--- src/rtl/vecseq_pkg.sv ---
// ============================================================================
// Module      : vecseq_pkg
// Description : Shared types and helpers for the vector_sequencer block.
// Revision    : 1.0 - initial release
// ============================================================================
`default_nettype none

package vecseq_pkg;

    typedef enum logic [1:0] {
        ST_IDLE = 2'd0,
        ST_RUN  = 2'd1,
        ST_DONE = 2'd2
    } state_t;

    localparam int c_DEF_VEC_W = 42;
    localparam int c_DEF_OUT_W = 8;

    // Default entry layout; the top re-declares it with its own widths.
    typedef struct packed {
        logic [c_DEF_VEC_W-1:0] ctrl;
        logic [c_DEF_OUT_W-1:0] exp;
        logic [c_DEF_OUT_W-1:0] mask;
    } vec_entry_t;

    function automatic int clog2(input int value);
        int r;
        r = 0;
        for (int i = 0; i < 31; i++) begin
            if ((1 << i) < value) begin
                r = i + 1;
            end
        end
        return r;
    endfunction

endpackage : vecseq_pkg

`default_nettype wire

--- src/rtl/vecseq_mem.sv ---
// ============================================================================
// Module      : vecseq_mem
// Description : Single-write / single-read synchronous vector RAM with a
//               registered, resettable read port (read-before-write).
// Revision    : 1.0 - initial release
// ============================================================================
`default_nettype none

module vecseq_mem
    import vecseq_pkg::*;
#(
    parameter int  DEPTH   = 16,
    parameter int  AW      = 4,
    parameter type ENTRY_T = vec_entry_t
) (
    input  logic          clk,
    input  logic          rst,
    input  logic          i_wr_en,
    input  logic [AW-1:0] i_wr_addr,
    input  ENTRY_T        i_wr_data,
    input  logic          i_rd_en,
    input  logic [AW-1:0] i_rd_addr,
    output ENTRY_T        o_rd_data
);

    ENTRY_T r_mem [DEPTH];
    ENTRY_T r_rd_data;

    // Array contents are intentionally not reset.
    always_ff @(posedge clk) begin
        if (i_wr_en) begin
            r_mem[i_wr_addr] <= i_wr_data;
        end
    end

    // Same-edge write is not visible here: the read returns the old entry.
    always_ff @(posedge clk) begin
        if (rst) begin
            r_rd_data <= '0;
        end else if (i_rd_en) begin
            r_rd_data <= r_mem[i_rd_addr];
        end
    end

    assign o_rd_data = r_rd_data;

endmodule : vecseq_mem

`default_nettype wire

--- src/rtl/vector_sequencer.sv ---
// ============================================================================
// Module      : vector_sequencer
// Description : Test-vector player/checker. Replays stored control vectors
//               one per SETTLE-cycle period and, when VECSEQ_CHECK_EN is
//               defined, compares a datapath output against masked expects.
// Revision    : 1.0 - initial release
// ============================================================================
`default_nettype none

module vector_sequencer
    import vecseq_pkg::*;
#(
    parameter int VEC_W       = 42,
    parameter int DEPTH       = 16,
    parameter int OUT_W       = 8,
    parameter int SETTLE      = 1,
    parameter int ERR_W       = 8,
    parameter int STOP_ON_ERR = 0,
    localparam int AW         = (clog2(DEPTH) < 1) ? 1 : clog2(DEPTH)
) (
    input  logic             clk,
    input  logic             rst,
    input  logic             i_start,
    input  logic [AW:0]      i_num_vec,
    input  logic             i_wr_en,
    input  logic [AW-1:0]    i_wr_addr,
    input  logic [VEC_W-1:0] i_wr_ctrl,
    input  logic [OUT_W-1:0] i_wr_exp,
    input  logic [OUT_W-1:0] i_wr_mask,
    input  logic [OUT_W-1:0] i_dut_out,
    output logic [VEC_W-1:0] o_ctrl,
    output logic             o_busy,
    output logic             o_done,
    output logic [AW:0]      o_vec_idx,
    output logic [ERR_W-1:0] o_err_count,
    output logic             o_err_flag,
    output logic [AW:0]      o_first_err_idx
);

    localparam int          SW             = (clog2(SETTLE) < 1) ? 1 : clog2(SETTLE);
    localparam logic [AW:0] c_DEPTH_N      = (AW+1)'(DEPTH);
    localparam logic [SW-1:0] c_SETTLE_LD  = SW'(SETTLE - 1);

    typedef struct packed {
        logic [VEC_W-1:0] ctrl;
`ifdef VECSEQ_CHECK_EN
        logic [OUT_W-1:0] exp;
        logic [OUT_W-1:0] mask;
`endif
    } entry_t;

    state_t           r_state;
    logic [AW:0]      r_num;
    logic [AW:0]      r_vec_idx;
    logic [AW:0]      r_first_err;
    logic [SW-1:0]    r_settle;
    logic             r_busy;
    logic             r_done;
    logic             r_err_flag;
    logic [ERR_W-1:0] r_err_cnt;

    entry_t           w_wr_entry;
    entry_t           w_rd_entry;
    logic             w_idle;
    logic             w_accept;
    logic [AW:0]      w_clamped;
    logic             w_period_end;
    logic             w_last;
    logic             w_mismatch;
    logic             w_stop;
    logic             w_rd_en;
    logic [AW-1:0]    w_rd_addr;
    logic [AW-1:0]    w_next_addr;

    assign w_idle       = (r_state != ST_RUN);
    assign w_accept     = i_start && w_idle;
    assign w_clamped    = (i_num_vec > c_DEPTH_N) ? c_DEPTH_N : i_num_vec;
    assign w_period_end = (r_state == ST_RUN) && (r_settle == '0);
    assign w_last       = (r_vec_idx == (r_num - (AW+1)'(1)));
    assign w_next_addr  = r_vec_idx[AW-1:0] + AW'(1);

`ifdef VECSEQ_CHECK_EN
    localparam bit c_STOP = (STOP_ON_ERR != 0);
    assign w_mismatch = |((i_dut_out ^ w_rd_entry.exp) & w_rd_entry.mask);
`else
    localparam bit c_STOP = 1'b0;
    logic w_unused_inputs;
    assign w_unused_inputs = ^{i_wr_exp, i_wr_mask, i_dut_out};
    assign w_mismatch      = 1'b0;
`endif

    assign w_stop = w_mismatch && c_STOP;

    always_comb begin
        w_wr_entry      = '0;
        w_wr_entry.ctrl = i_wr_ctrl;
`ifdef VECSEQ_CHECK_EN
        w_wr_entry.exp  = i_wr_exp;
        w_wr_entry.mask = i_wr_mask;
`endif
    end

    // The RAM read register doubles as the ctrl output register, so a read
    // is issued only when a new vector must appear on the next edge.
    assign w_rd_en   = (w_accept && (w_clamped != '0)) ||
                       (w_period_end && !w_last && !w_stop);
    assign w_rd_addr = w_accept ? '0 : w_next_addr;

    vecseq_mem #(
        .DEPTH   (DEPTH),
        .AW      (AW),
        .ENTRY_T (entry_t)
    ) u_mem (
        .clk       (clk),
        .rst       (rst),
        .i_wr_en   (i_wr_en && w_idle),
        .i_wr_addr (i_wr_addr),
        .i_wr_data (w_wr_entry),
        .i_rd_en   (w_rd_en),
        .i_rd_addr (w_rd_addr),
        .o_rd_data (w_rd_entry)
    );

    always_ff @(posedge clk) begin
        if (rst) begin
            r_state     <= ST_IDLE;
            r_num       <= '0;
            r_vec_idx   <= '0;
            r_first_err <= '0;
            r_settle    <= '0;
            r_busy      <= 1'b0;
            r_done      <= 1'b0;
            r_err_flag  <= 1'b0;
            r_err_cnt   <= '0;
        end else begin
            case (r_state)
                ST_IDLE, ST_DONE: begin
                    if (i_start) begin
                        r_num       <= w_clamped;
                        r_vec_idx   <= '0;
                        r_first_err <= '0;
                        r_err_flag  <= 1'b0;
                        r_err_cnt   <= '0;
                        if (w_clamped == '0) begin
                            r_state <= ST_DONE;
                            r_busy  <= 1'b0;
                            r_done  <= 1'b1;
                        end else begin
                            r_state  <= ST_RUN;
                            r_settle <= c_SETTLE_LD;
                            r_busy   <= 1'b1;
                            r_done   <= 1'b0;
                        end
                    end
                end
                ST_RUN: begin
                    if (r_settle != '0) begin
                        r_settle <= r_settle - SW'(1);
                    end else begin
                        if (w_mismatch) begin
                            if (r_err_cnt != '1) begin
                                r_err_cnt <= r_err_cnt + ERR_W'(1);
                            end
                            if (!r_err_flag) begin
                                r_first_err <= r_vec_idx;
                            end
                            r_err_flag <= 1'b1;
                        end
                        if (w_last || w_stop) begin
                            r_state <= ST_DONE;
                            r_busy  <= 1'b0;
                            r_done  <= 1'b1;
                        end else begin
                            r_vec_idx <= r_vec_idx + (AW+1)'(1);
                            r_settle  <= c_SETTLE_LD;
                        end
                    end
                end
                default: begin
                    r_state <= ST_IDLE;
                    r_busy  <= 1'b0;
                    r_done  <= 1'b0;
                end
            endcase
        end
    end

    assign o_ctrl          = w_rd_entry.ctrl;
    assign o_busy          = r_busy;
    assign o_done          = r_done;
    assign o_vec_idx       = r_vec_idx;
    assign o_err_count     = r_err_cnt;
    assign o_err_flag      = r_err_flag;
    assign o_first_err_idx = r_first_err;

endmodule : vector_sequencer

`default_nettype wire
--- config.mk ---
export PLATFORM = sky130hd
export DESIGN_NAME = vector_sequencer
export DESIGN_NICKNAME = d
export VERILOG_FILES = /design/src/rtl/vecseq_pkg.sv /design/src/rtl/vecseq_mem.sv /design/src/rtl/vector_sequencer.sv
export SDC_FILE = /design/constraint.sdc
export NUM_CORES = 1
export LEC_CHECK = 0
export CAP_MARGIN = 20
export CORE_MARGIN = 5
export CORE_UTILIZATION = 50
export CTS_CLUSTER_SIZE = 8
export DETAILED_ROUTE_END_ITERATION = 8
export GPL_TIMING_DRIVEN = 1
export PLACE_DENSITY = 0.68
export SLEW_MARGIN = 20
export SYNTH_ARGS = -nofsm -noshare
export SYNTH_HDL_FRONTEND = slang
export SYNTH_HIERARCHICAL = 1
export SYNTH_SLANG_ARGS = --single-unit
--- constraint.sdc ---
create_clock -name clk -period 6.9 [get_ports clk]
set_input_delay 2.07 -clock clk [delete_from_list [all_inputs] [get_ports clk]]
set_output_delay 2.07 -clock clk [all_outputs]
set_load 0.01 [all_outputs]
# == After elaboration in Yosys (flattened, before gate mapping) ==
# Memories as Yosys holds them, arrays and structs flattened. A register that Yosys moved wholly into a read port is not among the register bits.
# Cells that the tools add are included.
# word_totals
regBits,15
ram_bits,672
inputBits,79
elab_cells,65
mem_count,1
# op_classes
n_addsub,4
order_cmp,1
eq_ne,9
muxes,27
bitwise_logic,1
n_reduce_logical,16
# memory_table
memory,words,width,read_ports,rd_ports_with_merged_regs,write_ports,line,source
u_mem.r_mem,16,42,1,1,1,vecseq_mem.sv:26,ENTRY_T r_mem [DEPTH];
# op_table
operator,count
5-bit 2-to-1 mux,4
1-bit 2-to-1 mux,13
2-bit != test (second input constant),5
5-bit case mux with 2 select lines,1
2-bit 2-to-1 mux,4
1-bit case mux with 2 select lines,3
3-bit AND reduction,2
5-bit by 1-bit adder with 5-bit output (second input constant),1
5-bit equality test,1
5-bit > comparator (second input constant),1
1-bit logical AND,5
5-bit logical NOT,1
5-bit nonzero test,1
5-bit by 1-bit subtractor with 5-bit output (second input constant),1
4-bit by 1-bit adder with 4-bit output (second input constant),1
4-bit 2-to-1 mux,1
2-bit case mux with 2 select lines,1
4-bit AND reduction,1
2-bit by 1-bit equality test with 1-bit output (second input constant),1
2-bit equality test (second input constant),1
2-bit logical NOT,1
2-bit by 1-bit != test with 1-bit output (second input constant),1
2-bit AND reduction,1
2-bit nonzero test,1
5 further kinds,5

# == Logic depth before layout (Yosys ltp) ==
# depth
depth_word,6
mapped_depth,13

# == Cells and area by module ==
# Netlist, hierarchy kept.
# modules_own_cells
module,instances,cells_each,area_per_inst_um2,seq_area_each_um2
vecseq_mem,1,1587,27269.9,21020.2
vector_sequencer,1,109,889.6,240.2

# == Worst setup path after synthesis ==
# Ideal clock, no wire load.
# synth_path
path_type,input to register
startpoint,input i_wr_en
endpoint,"memory u_mem/r_mem[0][0] in the netlist's numbering, enable pin"
setup_ns,0.494
t_arrival_ns,5.512
t_required_ns,6.406
slack_ns,0.894
cell_stages,3
path_buffers,0
path_cell_list,and2_1 or3b_1 nor3_1
# synth_between
elab_chain_len,3
# synth_lines
element,line,source
"start, declared",vector_sequencer.sv:25,"input logic i_wr_en,"
1-bit logical AND,vector_sequencer.sv:116,".i_wr_en (i_wr_en && w_idle),"
1-bit 2-to-1 mux,vecseq_mem.sv:31,if (i_wr_en) begin
1-bit 2-to-1 mux (not written as such),vecseq_mem.sv:32,r_mem[i_wr_addr] <= i_wr_data;
"end, declared",vecseq_mem.sv:26,
# Every way passes these cells.

# == Worst setup path after layout ==
# layout_path
startpoint,input i_num_vec[4]
endpoint,"register, netlist name u_mem/o_rd_data[40]"
# layout_between
elab_chain_len,5
# layout_lines
element,line,source
"start, declared",vector_sequencer.sv:24,"input logic [AW:0] i_num_vec,"
5-bit > comparator,vector_sequencer.sv:77,assign w_clamped = (i_num_vec > c_DEPTH_N) ? c_DEPTH_N : i_num_vec;
5-bit 2-to-1 mux (*),vector_sequencer.sv:77,
5-bit nonzero test (*),vector_sequencer.sv:105,assign w_rd_en = (w_accept && (w_clamped != '0)) ||
1-bit logical AND (*),vector_sequencer.sv:105,
1-bit logical OR (*),vector_sequencer.sv:105,
net w_rd_en,vector_sequencer.sv:71,logic w_rd_en;
# Mark *: on every way through the listed nets, which the timed path passes. The rest lies on a longest branch.
# A chain may end at the register's enable or synchronous reset.

==> results.ini <==
[route]
num_vias=15300
drc=0
drt_pass1_iterations=5
drt_iter0_drc=1277
wl_per_cell_um=23.4
via_per_inst=5.70
ant_nets=0
wirelength_mm=63.0

[synth]
synth_flop_cell=edfxtp_1
ys_seq_area_share_pct=75.5
synthTopCellsByArea=edfxtp_1 (72%), mux2i_1 (12%), dfxtp_1 (3.8%)
synth_edf_count=672
synth_common_cells=edfxtp_1 (672), mux2i_1 (339), nand2_1 (136), nand3_1 (131), a21oi_1 (93)
syn_inst=1696
async_flop_share_pct=0
synth_most_common_cell=edfxtp_1
yosysUniqueCellTypes=42
yosys_warnings=6
syn_avg_cell_area_sq_um=16.6
syn_area_sq_mm=0.0282
synth_top_cell_area_share_pct=71.7
ys_ff_latch=726
yosysTopAreaCell=edfxtp_1

[clock_network]
cts.sinks=726
ctsResizeCount=0
cts_buffers=100
clockBufferDepth=3
clk_pin_slew_ns=0.05
hold_buffers=0
cts_tree=built
post-cts-setup-buffer-count=0
cts_root_buf=clkbuf_16
worstSkewPairLatency_ns=0.64
htree_levels=3

[finish]
fin_cells=2687
nets=1933
multiInputGateArea_sq_mm=0.00638
layout-drive-gt1-share_pct=9.37
area_delta_synth_final_pct=17.1
fillers=4124
regArea_sq_mm=0.0213
num_antenna_cells=0

[timing]
post-route-min-period_ns=4.60
rsz0062_at_grt=false
max_slew_margin_pct=28.8
fmax_ghz=0.218
hold_viol=0
skew_ns=0.0153
fin_tns_setup_ns=0
tightestPinTransition_ns=1.07
hold_slack_ns=0.451
post-route-period-util_pct=66.6
drv_slew=0
setup_viol_count_final=0

[run]
maxCapViolCount=0

[pwr]
max-vdd-ir-drop_mv=0.188
power.share.sequential_pct=50.1
p_sw_w=0.00202
power_leakage_nw=10.1
p_sw_share_pct=20.6
power_density_mw_per_mm2=299
power_frac_clock_pct=45.5
intPower_w=0.00782
power_frac_comb_pct=4.3

[global_routing]
grt_pass1_vias=15200
antenna_found_initial=3
grt-ovfl-total=0
grt_usage_pct=20.3
grt_pass1_wl_mm=93.3
grt_max_degree=92

[floorplan]
fp.dieH_um=247
die_area_sq_mm=0.0612
initial_core_util_pct=50.2
die_x_um=247
io-pin-count=142
core_area_sq_mm=0.0561
num_rows=87

[setup_path]
worstPathMaxFanout=27
critical_path_class=in -> reg
cp.arrival_ns=5.11
start_kind=input port
critical_path.startpoint=i_num_vec[4]
rr_startpoint=r_num[0]
crit_required_ns=7.41
endpoint_kind=flip-flop
r2r_slack_ns=3.23

[placed_design]
place.gp.congestion=0.778
dp_hpwl_mm=32.6
dp_cells=2506
port_buffers=103

[hold_path]
holdCritStartpoint=u_mem/o_rd_data[34]
worstHoldPathType=reg -> reg

[outcome]
status=complete, no violations

==> worst max-delay path, stage by stage <==
cell and delay, ns:
clkdlybuf4s50_1 0.48, or4_1 0.55, nor2_1 0.23, o21ai_1 0.17
or3b_2 0.71, buf_4 0.56, a21oi_1 0.10, nand3_1 0.14
nand3_1 0.09
==> placed cells by master (no fill, tap or decap), drive strengths merged, types with 2 or more instances in the layout <==
cell | netlist | layout
nand3b | 7 | 7
conb | 1 | 14
or4 | 2 | 2
mux2i | 339 | 339
clkbuf | 38 | 177
buf | 68 | 44
dfxtp | 54 | 54
edfxtp | 672 | 672
or3 | 3 | 3
inv | 2 | 4
and3 | 2 | 2
nor3 | 5 | 5
clkinv | 0 | 2
nand2b | 6 | 6
clkdlybuf4s50 | 0 | 103
xnor2 | 3 | 3
or3b | 2 | 2
nor2 | 18 | 18
ha | 2 | 2
nor2b | 6 | 6
a21oi | 93 | 93
o211ai | 2 | 2
and2 | 3 | 3
a31oi | 2 | 2
nand3 | 131 | 131
nand2 | 137 | 137
o21ai | 4 | 4
a22oi | 85 | 85
xor2 | 3 | 3
==> layout make-up <==
type,instances,share of cell area (%)
clock buffers,177,8.69
clock inverters,4,0.152
inverters,2,0.0228
multi-input cells,875,19.4
flip-flops and latches,726,64.5
well taps,756,2.87
repair buffers,147,4.43
==> power by group through the flow <==
stage               logic, W  clock network [W]  registers, W
floorplan           0.000173                  0       0.00502
global placement    0.000419                  0       0.00502
detailed placement  0.000429                  0       0.00502
CTS                 0.000430            0.00456       0.00494
global route        0.000463            0.00477       0.00494
finish              0.000428            0.00448       0.00494
==> final timing paths <==
kind                                       endpoint  cells after the start
worst max-delay path            u_mem/o_rd_data[40]                      9
worst min-delay path            u_mem/o_rd_data[34]                      2
worst max register to register  u_mem/o_rd_data[40]                     12
worst min register to register  u_mem/o_rd_data[34]                      2
==> state kept, by name, indices dropped and copies added (netlist names) <==
register / flops
r_num: 5
o_busy: 1
o_vec_idx: 5
u_mem/o_rd_data: 42
r_state: 1
u_mem/r_mem: 672
==> metal layers <==
metal	routed length, um	GRT usage [%]	part of all wire (%)
met4	1260	6.32	2.0
met1	27000	28.7	43
met3	5040	4.67	8.0
met2	29700	31.8	47
met5	33	0	0.052
==> through the flow <==
stage | setup slack, ns | power (W) | cell area (sq um) | utilization (%)
floorplan | 0.894 | 0.00520 | 28200 | -
global placement | 1.75 | 0.00544 | 30100 | 53.6
detailed placement | 1.74 | 0.00545 | 30100 | 53.6
CTS | 2.38 | 0.00992 | 33000 | 58.8
global route | 2.13 | 0.0102 | 33000 | 58.8
finish | 2.30 | 0.00985 | 33000 | 58.8
==> logic make-up after synthesis <==
group	count (synthesis)	synth area share [%]
flops	726	75.5
buf+inv	108	2.52
fa+ha+maj	2	0.0889
xor+xnor	6	0.213
simple gates	324	5.34
mux	339	12.1
other cells	1	0.0133
compound gates	190	4.27
Power figures use the tool's default switching activity.
